### src/rtl/input_fifo_buffer_pkg.sv
// Shared router definitions: packet bus width, router id and input-port indices.
package input_fifo_buffer_pkg;

  localparam int unsigned packetwidth = 55;
  localparam int unsigned routerNo    = 0;

  typedef enum logic [2:0] {
    port_east  = 3'd0,
    port_north = 3'd1,
    port_west  = 3'd2,
    port_south = 3'd3,
    port_local = 3'd4
  } port_e;

endpackage

### src/rtl/input_fifo_buffer_fifo_mem.sv
// Simple dual-port packet array: synchronous write, asynchronous read at the read pointer.
module fifo_mem
  import input_fifo_buffer_pkg::*;
#(
  parameter int unsigned width = packetwidth,
  parameter int unsigned depth = 4,
  parameter int unsigned addrw = $clog2(depth)
) (
  input  logic             clk,
  input  logic             we,
  input  logic [addrw-1:0] waddr,
  input  logic [width-1:0] wdata,
  input  logic [addrw-1:0] raddr,
  output logic [width-1:0] rdata_c
);

  logic [width-1:0] mem [depth];

  // Storage is deliberately not reset; pointers and count define validity.
  always_ff @(posedge clk) begin
    if (we) mem[waddr] <= wdata;
  end

  assign rdata_c = mem[raddr];

endmodule

### src/rtl/input_fifo_buffer.sv
// Per-port input packet FIFO: link-side write strobe in, req/gnt/empty responder toward the
// port controller, one pop per accepted request with a one-cycle grant pulse.
module input_fifo_buffer #(
  parameter int unsigned packetwidth = input_fifo_buffer_pkg::packetwidth,
  parameter int unsigned depth       = 4,
  parameter int unsigned addrw       = $clog2(depth)
) (
  input  logic                   clk,
  input  logic                   reset,
  input  logic                   wr,
  input  logic [packetwidth-1:0] PacketIn,
  output logic                   full,
  input  logic                   req,
  output logic                   gnt,
  output logic                   empty,
  output logic [packetwidth-1:0] PacketOut,
  output logic                   overflow,
  output logic                   underflow
);

  localparam int unsigned cntw = addrw + 1;

  logic [addrw-1:0]       wptr, wptr_nxt;
  logic [addrw-1:0]       rptr, rptr_nxt;
  logic [cntw-1:0]        count, count_nxt;
  logic                   push_c, pop_c;
  logic [packetwidth-1:0] head_c;

  fifo_mem #(
    .width (packetwidth),
    .depth (depth),
    .addrw (addrw)
  ) u_mem (
    .clk     (clk),
    .we      (push_c),
    .waddr   (wptr),
    .wdata   (PacketIn),
    .raddr   (rptr),
    .rdata_c (head_c)
  );

  // A request arriving while a grant is showing is ignored, giving one grant per request pulse.
  always_comb begin
    push_c    = wr && !full;
    pop_c     = req && (count != '0) && !gnt;
    wptr_nxt  = wptr;
    rptr_nxt  = rptr;
    count_nxt = count;
    if (push_c) wptr_nxt = wptr + addrw'(1);
    if (pop_c)  rptr_nxt = rptr + addrw'(1);
    case ({push_c, pop_c})
      2'b10:   count_nxt = count + cntw'(1);
      2'b01:   count_nxt = count - cntw'(1);
      default: count_nxt = count;
    endcase
  end

  always_ff @(posedge clk or negedge reset) begin
    if (!reset) begin
      wptr      <= '0;
      rptr      <= '0;
      count     <= '0;
      gnt       <= 1'b0;
      PacketOut <= '0;
      full      <= 1'b0;
      empty     <= 1'b1;
      overflow  <= 1'b0;
      underflow <= 1'b0;
    end else begin
      wptr  <= wptr_nxt;
      rptr  <= rptr_nxt;
      count <= count_nxt;
      gnt   <= pop_c;
      if (pop_c) PacketOut <= head_c;
      full  <= (count_nxt == cntw'(depth));
      empty <= (count_nxt == '0);
      if (wr && full)         overflow  <= 1'b1;
      if (req && count == '0) underflow <= 1'b1;
    end
  end

endmodule

### config.mk
export PLATFORM = sky130hd
export DESIGN_NAME = input_fifo_buffer
export DESIGN_NICKNAME = d
export VERILOG_FILES = /design/src/rtl/input_fifo_buffer_pkg.sv /design/src/rtl/input_fifo_buffer_fifo_mem.sv /design/src/rtl/input_fifo_buffer.sv
export SDC_FILE = /design/constraint.sdc
export NUM_CORES = 1
export LEC_CHECK = 0
export ABC_AREA = 0
export CORE_MARGIN = 2
export CORE_UTILIZATION = 51
export DETAILED_ROUTE_END_ITERATION = 7
export GPL_ROUTABILITY_DRIVEN = 0
export PLACE_DENSITY = 0.84
export SKIP_CTS_REPAIR_TIMING = 1
export SYNTH_ARGS = -nofsm -noshare
export SYNTH_HDL_FRONTEND = slang
export SYNTH_SLANG_ARGS = --single-unit
### constraint.sdc
create_clock -name clk -period 2.9 [get_ports clk]
set_clock_uncertainty 0.2 [all_clocks]
set_input_delay 0.87 -clock clk [delete_from_list [all_inputs] [get_ports clk]]
set_output_delay 0.87 -clock clk [all_outputs]
set_load 0.1 [all_outputs]
==> impl_metrics.toml <==
[logic_synthesis]
post_synthesis_sequential_area_ratio = 0.7844
synth_nets = 519
top_cells_by_area_synth = "sky130_fd_sc_hd__edfxtp_1, sky130_fd_sc_hd__dfrtp_1, sky130_fd_sc_hd__mux4_2"
yosys.cell_types.count = 30
yosysWarnings = 0
postSynthAreaPerCell_um2 = 23.26
netlist_top_cells_count = "sky130_fd_sc_hd__edfxtp_1, sky130_fd_sc_hd__dfrtp_1, sky130_fd_sc_hd__mux2_2, sky130_fd_sc_hd__mux4_2"
synthCells = 454
post-synth-top-count-cell = "sky130_fd_sc_hd__edfxtp_1"
synth.top_cell.area_share = 0.6255
synth_enable_flop_cells = 220
post-synth-top-area-cell = "sky130_fd_sc_hd__edfxtp_1"
postSynth.topFlopCell = "sky130_fd_sc_hd__edfxtp_1"
synth-async-reset-ratio = 0.2334
postSynthRegisterBits = 287
synth.cell_area_mm2 = 0.01056

[detailed_routing]
first_pass_iters = 4
route.detailed.drc = 0
antenna_violating_nets_post_route = 0
detailroute.via_count = 4914
wl_per_cell_um = 21.65
routed_wl_um = 19400
drt-initial-drc-count = 320
via_per_inst = 5.484

[final_layout]
final_net_count = 669
drive_gt1_frac = 0.3946
multi_input_comb_area_mm2 = 0.002150
n_fill_cell = 1329
antenna_cells_inserted = 0
finalCoreUtilization = 0.6473
seq_area_mm2 = 0.008290
synthToLayoutAreaGrowth_pct = 24.42
finalInstanceArea_mm2 = 0.01314

[timing]
rsz0062_at_grt = "false"
finalSetupViolations = 0
period_share = 0.9371
hold_slack_ns = 0.09079
setup_total_negative_slack_ns = 0
final_period_minus_worst_setup_slack_ns = 2.717
achievable-frequency_mhz = 368.0
finalHoldViolations = 0
timing_max_transition_violations_final = 0
worst-slew-pin-transition_ns = 0.8415
worst_slew_margin_rel = 0.4390

[critical_path]
critical_path.cell_chain = "clkdlybuf4s50_1 -> nor3b_4 -> ha_2 -> inv_1 -> fa_1 -> xor2_1 -> o21a_1 -> or2_2"
cp_slowest_cell = "sky130_fd_sc_hd__clkdlybuf4s50_1"
cp_num_buf_inv = 2
timing.setup.critical_path_class = "in -> reg"
critical_path.max_fanout = 3
worst_r2r_endpoint = "count[2]"
worst_r2r_startpoint = "count[0]"
worstPathArrival_ns = 2.92
worst-r2r-setup-slack_ns = 0.51
worst_r2r_path_depth = 8
crit_path_start_kind = "input port"
kind_of_capture_point_of_the_worst_setup_path = "flip-flop"
slowest_delay_ns = 0.51
critical-path-top-delay-family = "adder cells"
critPathRequiredTime_ns = 3.10

[global_route]
grt_pass1_vias = 5489
grt_max_degree = 58
global_route_wire_length_before_repair_um = 30360
groute.usage.overall = 0.1816
number_of_antenna_violations_at_the_first_check_in_global_routing = 0
grt.overflow.total = 0

[clocking]
worst_skew_pair.late_latency_ns = 0.52
tritoncts.num_buffers = 28
clock_path_buffers = 3
tritoncts = "done"
cts_max_level = 1
clock_root_cell = "sky130_fd_sc_hd__clkbuf_16"
cts_sinks = 287
clk_transition_reported_paths_ns = 0.06

[die]
floorplan.die.height_um = 147.9
placementRows = 52
area_of_the_die_mm2 = 0.02188
initial_core_util = 0.5203
boundaryPins = 119
die_x_um = 147.9
fp.coreArea_mm2 = 0.02030

[placed_design]
placement.io_buffers = 118
post-dp-hpwl_um = 12230
place_area_mm2 = 0.01219

[run_status]
status = "finished clean"

[worst_hold_path]
type_of_the_tightest_min_delay_check = "in -> async"

[run]
maxCapViolations = 0
## layer usage
| metal | global-route usage | part of all wire | up-vias |
|---|---|---|---|
| met4 | 0.04952 | 0.024 | 0 |
| met3 | 0.03519 | 0.055 | 40 |
| li1 | - | - | 2137 |
| met5 | 0 | 0 | - |
| met1 | 0.2309 | 0.40 | 2571 |
| met2 | 0.3230 | 0.52 | 166 |
## layout by cell type (no fill, tap or decap), types with 2 or more instances in the layout
| cell type | count |
|---|---|
| sky130_fd_sc_hd__edfxtp_1 | 220 |
| sky130_fd_sc_hd__bufinv_16 | 4 |
| sky130_fd_sc_hd__mux2_2 | 55 |
| sky130_fd_sc_hd__clkdlybuf4s50_1 | 57 |
| sky130_fd_sc_hd__dfrtp_2 | 2 |
| sky130_fd_sc_hd__buf_12 | 16 |
| sky130_fd_sc_hd__and2_4 | 4 |
| sky130_fd_sc_hd__clkbuf_1 | 6 |
| sky130_fd_sc_hd__ha_1 | 4 |
| sky130_fd_sc_hd__buf_4 | 66 |
| sky130_fd_sc_hd__xor2_1 | 3 |
| sky130_fd_sc_hd__nor3_1 | 2 |
| sky130_fd_sc_hd__a21o_1 | 2 |
| sky130_fd_sc_hd__clkinv_1 | 5 |
| sky130_fd_sc_hd__mux4_2 | 55 |
| sky130_fd_sc_hd__inv_1 | 6 |
| sky130_fd_sc_hd__clkinv_2 | 5 |
| sky130_fd_sc_hd__nor2b_1 | 2 |
| sky130_fd_sc_hd__dfrtp_1 | 63 |
| sky130_fd_sc_hd__clkbuf_16 | 29 |
| sky130_fd_sc_hd__xnor2_1 | 2 |
| sky130_fd_sc_hd__clkbuf_8 | 3 |
## logic make-up (layout without fill, tap and decap cells)
logic type,after synthesis,after routing,synth area share
fa+ha+maj,6,6,0.007819
simple gates,14,14,0.009121
buf+inv,25,197,0.01386
xor+xnor,5,5,0.004147
mux,110,110,0.1759
flops,287,287,0.7844
compound gates,7,7,0.004738
## per-stage QoR
stage	setup slack, ns	instances
CTS	0.2141	896
global route	0.1596	896
detailed placement	-0.3485	844
finish	0.1825	896
global placement	-0.2185	844
floorplan	0.009750	454
## state kept, by name, summed over array words and instances, names as in the netlist
| register | flops |
|---|---|
| PacketOut | 55 |
| count | 3 |
| empty | 1 |
| full | 1 |
| gnt | 1 |
| overflow | 1 |
| rptr | 2 |
| u_mem.mem | 220 |
| underflow | 1 |
| wptr | 2 |
## how the worst max path moves through the flow
stage	to	startpoint	cells past startpoint	slack, ns
final	count[2]	req	8	0.18
after global routing	count[2]	req	8	0.16
after CTS	count[2]	req	8	0.21
after detailed placement	count[2]	req	8	-0.35
after global placement	count[2]	req	8	-0.22
after floorplan	count[2]	req	9	0.01
## area by class of cell
class                   count  share of cell area
repair buffers            139              0.1055
clock inverters            14             0.01247
multi-input cells         142              0.1636
inverters                   6            0.001714
clock buffers              38             0.06008
flip-flops and latches    287              0.6309
well taps                 270             0.02571
Power is not shown: default switching activity piles up to over one toggle a cycle in this logic, so the estimate is an artifact.
